[src/rtl/tl_ul_host.sv]
// tl_ul_host: single-outstanding TileLink-UL host adapter.
// Converts a simple core request (req/we/be/addr/wdata) into one A-channel
// beat, waits for the matching D-channel response, then gives the core a
// one-cycle completion pulse with read data and an error flag.
// Optional build macro TL_RESP_TIMEOUT_EN adds a response watchdog that
// abandons a transaction after TIMEOUT cycles and reports it as an error.
module tl_ul_host #(
    parameter int ADDR_W    = 12,
    parameter int DATA_W    = 32,
    parameter int READ_ONLY = 0,
    parameter int TIMEOUT   = 255
) (
    input  logic                clk,
    input  logic                reset,
    // core side
    input  logic                req_i,
    input  logic                we_i,
    input  logic [DATA_W/8-1:0] be_i,
    input  logic [ADDR_W-1:0]   addr_i,
    input  logic [DATA_W-1:0]   wdata_i,
    output logic                busy_o,
    output logic                rsp_valid_o,
    output logic [DATA_W-1:0]   rdata_o,
    output logic                err_o,
    // A channel
    output logic                a_valid_o,
    input  logic                a_ready_i,
    output logic [2:0]          a_opcode_o,
    output logic [ADDR_W-1:0]   a_address_o,
    output logic [DATA_W/8-1:0] a_mask_o,
    output logic [DATA_W-1:0]   a_data_o,
    // D channel
    input  logic                d_valid_i,
    output logic                d_ready_o,
    input  logic [2:0]          d_opcode_i,
    input  logic [DATA_W-1:0]   d_data_i,
    input  logic                d_error_i
);

    localparam int MASK_W = DATA_W / 8;

    // Clears the byte-offset bits so the A address is word aligned.
    localparam logic [ADDR_W-1:0] ALIGN_MASK = ~ADDR_W'(MASK_W - 1);

    localparam logic [2:0] OP_GET         = 3'd4;
    localparam logic [2:0] OP_PUT_FULL    = 3'd0;
    localparam logic [2:0] OP_PUT_PARTIAL = 3'd1;
    localparam logic [2:0] OP_ACK         = 3'd0;
    localparam logic [2:0] OP_ACK_DATA    = 3'd1;

    typedef enum logic [1:0] {
        ST_IDLE   = 2'd0,
        ST_A_SEND = 2'd1,
        ST_D_WAIT = 2'd2
    } state_e;

    state_e state_r;
    state_e next_state_s;

    logic              capture_s;
    logic              a_valid_s;
    logic              d_ready_s;
    logic              busy_s;
    logic              d_hs_s;
    logic              timeout_s;
    logic [2:0]        exp_d_opcode_s;

    logic [2:0]        a_opcode_r;
    logic [ADDR_W-1:0] a_address_r;
    logic [MASK_W-1:0] a_mask_r;
    logic [DATA_W-1:0] a_data_r;
    logic              rsp_valid_r;
    logic              err_r;
    logic [DATA_W-1:0] rdata_r;

    // A opcode for a core request; a read-only port always issues Get.
    function automatic logic [2:0] a_opcode_f(input logic we, input logic [MASK_W-1:0] be);
        if ((READ_ONLY != 0) || !we) begin
            return OP_GET;
        end else if (&be) begin
            return OP_PUT_FULL;
        end else begin
            return OP_PUT_PARTIAL;
        end
    endfunction

    // A mask for a core request; a Get with no enables fetches the whole word.
    function automatic logic [MASK_W-1:0] a_mask_f(input logic we, input logic [MASK_W-1:0] be);
        if (READ_ONLY != 0) begin
            return {MASK_W{1'b1}};
        end else if (!we && (be == {MASK_W{1'b0}})) begin
            return {MASK_W{1'b1}};
        end else begin
            return be;
        end
    endfunction

    // State register.
    always_ff @(posedge clk) begin
        if (reset) begin
            state_r <= ST_IDLE;
        end else begin
            state_r <= next_state_s;
        end
    end

    // Next-state logic; a handshake always wins over a watchdog expiry.
    always_comb begin
        next_state_s = state_r;
        case (state_r)
            ST_IDLE: begin
                if (req_i) begin
                    next_state_s = ST_A_SEND;
                end else begin
                    next_state_s = ST_IDLE;
                end
            end
            ST_A_SEND: begin
                if (a_ready_i) begin
                    next_state_s = ST_D_WAIT;
                end else if (timeout_s) begin
                    next_state_s = ST_IDLE;
                end else begin
                    next_state_s = ST_A_SEND;
                end
            end
            ST_D_WAIT: begin
                if (d_valid_i) begin
                    next_state_s = ST_IDLE;
                end else if (timeout_s) begin
                    next_state_s = ST_IDLE;
                end else begin
                    next_state_s = ST_D_WAIT;
                end
            end
            default: begin
                next_state_s = ST_IDLE;
            end
        endcase
    end

    // State-decoded handshake and stall outputs.
    always_comb begin
        a_valid_s = 1'b0;
        d_ready_s = 1'b0;
        busy_s    = 1'b1;
        capture_s = 1'b0;
        case (state_r)
            ST_IDLE: begin
                busy_s    = req_i;
                capture_s = req_i;
            end
            ST_A_SEND: begin
                a_valid_s = 1'b1;
            end
            ST_D_WAIT: begin
                d_ready_s = 1'b1;
            end
            default: begin
                busy_s = 1'b1;
            end
        endcase
        d_hs_s = d_ready_s & d_valid_i;
    end

    // Captured A payload; held stable for the whole transaction.
    always_ff @(posedge clk) begin
        if (reset) begin
            a_opcode_r  <= 3'd0;
            a_address_r <= {ADDR_W{1'b0}};
            a_mask_r    <= {MASK_W{1'b0}};
            a_data_r    <= {DATA_W{1'b0}};
        end else if (capture_s) begin
            a_opcode_r  <= a_opcode_f(we_i, be_i);
            a_address_r <= addr_i & ALIGN_MASK;
            a_mask_r    <= a_mask_f(we_i, be_i);
            a_data_r    <= wdata_i;
        end else begin
            a_opcode_r  <= a_opcode_r;
            a_address_r <= a_address_r;
            a_mask_r    <= a_mask_r;
            a_data_r    <= a_data_r;
        end
    end

    // D opcode the slave must return for the transaction in flight.
    always_comb begin
        if (a_opcode_r == OP_GET) begin
            exp_d_opcode_s = OP_ACK_DATA;
        end else begin
            exp_d_opcode_s = OP_ACK;
        end
    end

    // Completion pulse, error flag and read-data holding register.
    always_ff @(posedge clk) begin
        if (reset) begin
            rsp_valid_r <= 1'b0;
            err_r       <= 1'b0;
            rdata_r     <= {DATA_W{1'b0}};
        end else if (d_hs_s) begin
            rsp_valid_r <= 1'b1;
            err_r       <= d_error_i | (d_opcode_i != exp_d_opcode_s);
            if (a_opcode_r == OP_GET) begin
                rdata_r <= d_data_i;
            end else begin
                rdata_r <= rdata_r;
            end
        end else if (timeout_s) begin
            rsp_valid_r <= 1'b1;
            err_r       <= 1'b1;
            rdata_r     <= rdata_r;
        end else begin
            rsp_valid_r <= 1'b0;
            err_r       <= 1'b0;
            rdata_r     <= rdata_r;
        end
    end

`ifdef TL_RESP_TIMEOUT_EN
    localparam int CNT_W = (TIMEOUT > 1) ? $clog2(TIMEOUT + 1) : 1;

    logic [CNT_W-1:0] wdog_cnt_r;

    // Watchdog: restarts when a transaction leaves IDLE, counts while busy.
    always_ff @(posedge clk) begin
        if (reset) begin
            wdog_cnt_r <= {CNT_W{1'b0}};
        end else if (capture_s) begin
            wdog_cnt_r <= {CNT_W{1'b0}};
        end else if (state_r != ST_IDLE) begin
            wdog_cnt_r <= wdog_cnt_r + CNT_W'(1);
        end else begin
            wdog_cnt_r <= wdog_cnt_r;
        end
    end

    // Expiry: the count would reach TIMEOUT at the coming edge.
    assign timeout_s = (state_r != ST_IDLE) && (wdog_cnt_r == CNT_W'(TIMEOUT - 1));
`else
    // Without the watchdog a transaction waits for its response forever.
    assign timeout_s = 1'b0;
    if (TIMEOUT > 0) begin : g_no_wdog
    end
`endif

    assign busy_o      = busy_s;
    assign a_valid_o   = a_valid_s;
    assign d_ready_o   = d_ready_s;
    assign a_opcode_o  = a_opcode_r;
    assign a_address_o = a_address_r;
    assign a_mask_o    = a_mask_r;
    assign a_data_o    = a_data_r;
    assign rsp_valid_o = rsp_valid_r;
    assign err_o       = err_r;
    assign rdata_o     = rdata_r;

endmodule

[config.mk]
export PLATFORM = sky130hd
export DESIGN_NAME = tl_ul_host
export DESIGN_NICKNAME = d
export VERILOG_FILES = /design/src/rtl/tl_ul_host.sv
export SDC_FILE = /design/constraint.sdc
export NUM_CORES = 1
export LEC_CHECK = 0
export BUFFER_PORTS_ARGS = -buffer_cell sky130_fd_sc_hd__buf_2
export CAP_MARGIN = 20
export CORE_ASPECT_RATIO = 1.1
export CORE_MARGIN = 2
export CORE_UTILIZATION = 40
export DETAILED_ROUTE_END_ITERATION = 8
export PLACE_DENSITY = 0.73
export SKIP_CTS_REPAIR_TIMING = 1
export SLEW_MARGIN = 20
export SYNTH_ARGS = -nofsm -noshare
export SYNTH_HDL_FRONTEND = slang
export SYNTH_SLANG_ARGS = --single-unit
[constraint.sdc]
create_clock -name clk -period 1.3 [get_ports clk]
set_input_delay 0.39 -clock clk [delete_from_list [all_inputs] [get_ports clk]]
set_output_delay 0.39 -clock clk [all_outputs]
set_load 0.02 [all_outputs]
==> run_results.csv <==
group,metric,value,unit
cells_and_area,drive_above_1_share,0.446,
clock_network,clockBufferDepth,2,
sta,fin_setup_tns,-7150,ps
global_routing,grt_pass1_wl,12600,um
pwr,p_leak,2.31,nW
synthesis,synth_top_cell_by_area,"dfxtp_1",
route,ant_nets,0,
global_routing,grt_antenna_before_repair,0,
critical_path,reg2reg_to,"a_data_o[7]",
cells_and_area,nNetsFinal,649,
synthesis,async_flop_share,0,
placement,io_buffers,172,
min_path,hold_class,"in -> reg",
floorplan,die_w,91.2,um
sta,hold_viol_final,0,
run_status,status,"complete, but fails checks",
floorplan,rows,35,
route,met3_length,602,um
route,wl_met2,4350,um
floorplan,die_h,99.9,um
critical_path,r2r_cells,8,
global_routing,grt_pass1_vias,2874,
route,firstDrtPassIters,4,
clock_network,h-tree-depth,3,
floorplan,num_io_pins,178,
synthesis,syn_inst,373,
route,drc_errors,0,
synthesis,yosysMostFrequentCell,"nand2_1",
synthesis,synthDistinctLibCells,28,
critical_path,cp_data_arrival_time,1190,ps
synthesis,synth_common_cells,"nand2_1, dfxtp_1, nand2b_1",
global_routing,grt-ovfl-total,0,
floorplan,dieArea,0.00911,mm^2
route,highest_layer,"met4",
cells_and_area,syn2layout_area_growth,49.7,%
sta,min_period,1580,ps
run_status,failed_checks,"setup timing",
floorplan,core-area,0.00823,mm^2
clock_network,cts_tree,"yes",
sta,fin_worst_skew,9.75,ps
pwr,p_per_area,1110,mW/mm^2
route,postRouteWirelength,8780,um
sta,max_freq,0.634,GHz
min_path,min_from,"wdata_i[19]",
placement,routabilityCongestion,0.744,
cells_and_area,num_antenna_cells,0,
synthesis,synthesis.area,0.00335,mm^2
route,wl_met1,3730,um
clock_network,numCtsBuffers,9,
synthesis,avgSynthCellArea,8.97,um^2
critical_path,cp_max_fo,5,
clock_network,root_buffer,"clkbuf_8",
critical_path,path_class,"reg -> out",
route,vias_per_cell,4.68,
synthesis,synthTopCellsByArea,"dfxtp_1, nand2b_1, nand2_1, mux2i_1, a21oi_1",
synthesis,seq_area_frac_synth,0.503,
critical_path,worstSetupEndpointType,"primary output",
floorplan,start_util,0.406,
route,drt_iter0_drc,78,
clock_network,cts.clk_slew.worst_paths,90,ps
critical_path,required,910,ps
sta,rsz0062_at_grt,"true",
critical_path,r2r_slack,-140,ps
synthesis,synth_top_area_share,0.503,
critical_path,rr_startpoint,"state_r[0]",
clock_network,clock_latency,350,ps
clock_network,clock_sink_count,84,
synthesis,synth_enable_flop_cells,0,
route,wl_per_cell,13.0,um
global_routing,grt_max_degree,43,
sta,setup_ws,-277,ps
synthesis,ys.flop_type,"dfxtp_1",
synthesis,ys_ff_latch,84,
sta,fin_crit_sh,1.21,
sta,slew_viol_final,0,
min_path,whs_path_depth,3,
critical_path,cp-start-kind,"flip-flop",
run,maxCapViolations,0,
pwr,peakVddDrop,0.599,mV
sta,setup_viol,83,
route,vias,3151,
min_path,min_to,"a_data_o[19]",
pwr,finalPower,0.00556,W
synthesis,ys_warn_count,0,
global_routing,track_usage,0.171,
placement,post-dp-hpwl,5880,um
## worst max-delay path, cell delays in order, from the launching register on
cell and delay [ps]:
dfxtp_2 340, or3_4 360, buf_6 140
## cell type report
cell class / count / area (um^2)
Fill cell: 742 / 3220
Clock inverter: 4 / 51.3
Tap cell: 111 / 139
Sequential cell: 84 / 1690
Clock buffer: 11 / 131
Multi-Input combinational cell: 261 / 1650
Inverter: 1 / 3.75
Timing Repair Buffer: 202 / 1350
## layout by cell type, fill, tap and decap left out, types with 2 or more instances in the layout
cell type,netlist,layout
clkbuf_8,0,9
buf_8,0,2
nand2_4,0,12
clkbuf_1,16,2
clkbuf_16,0,5
nand2_1,86,74
buf_2,3,166
dfxtp_1,84,81
a21oi_1,44,30
nand2b_1,65,65
a211oi_1,5,4
nor3_1,2,2
conb_1,1,3
buf_6,3,11
dfxtp_2,0,2
a21oi_2,0,14
mux2i_1,32,32
buf_12,3,8
nor2_1,11,10
buf_4,4,10
## power breakdown
| group | internal, W | switching (W) |
|---|---|---|
| Sequential | 0.00268 | 0.0000556 |
| Combinational | 0.000480 | 0.000545 |
| Clock | 0.000880 | 0.000915 |
| Total | 0.00404 | 0.00152 |
## state kept, by name, summed over array words and instances (netlist names)
signal,flops
state_r,2
err_o,1
rdata_o,32
rsp_valid_o,1
a_opcode_o,2
a_data_o,32
a_address_o,10
a_mask_o,4
## logic make-up (layout without fill, tap and decap cells)
group | Yosys count | in the layout | share of synthesized area
AND/OR/NAND/NOR | 174 | 174 | 0.256
flip-flops | 84 | 84 | 0.503
AO/OA/AOI/OAI | 51 | 51 | 0.0815
multiplexers | 32 | 32 | 0.0957
buffers and inverters | 30 | 218 | 0.0606
other | 1 | 3 | 0.00112
XOR/XNOR | 1 | 1 | 0.00262
## worst max-delay path by stage
stage	from	to	slack, ps	cells after the start
4_1_cts	state_r[0]	d_ready_o	-360	4
3_3_place_gp	req_i	a_mask_o[3]	-70	5
6_report	state_r[1]	busy_o	-280	2
3_5_place_dp	req_i	a_mask_o[0]	-100	5
5_1_grt	state_r[1]	busy_o	-320	2
2_1_floorplan	req_i	a_opcode_o[0]	9	5
## metrics by stage
step / instance area, um^2 / util / setup slack (ps) / hold WS (ps) / std cells
after floorplan: 3360 / - / 8.52 / 478 / 375
after CTS: 4550 / 0.553 / -356 / 245 / 661
final: 5010 / 0.608 / -277 / 267 / 674
after global routing: 5010 / 0.608 / -319 / 250 / 674
after detailed placement: 4370 / 0.531 / -96.0 / 443 / 646
after global placement: 4370 / 0.531 / -74.2 / 439 / 646
## layer usage
layer  up-vias  track usage
met2       118        0.298
met5         -            0
met3         8       0.0420
li1       1568            -
met4         0       0.0781
met1      1457        0.200
Power figures use the tool's default switching activity.
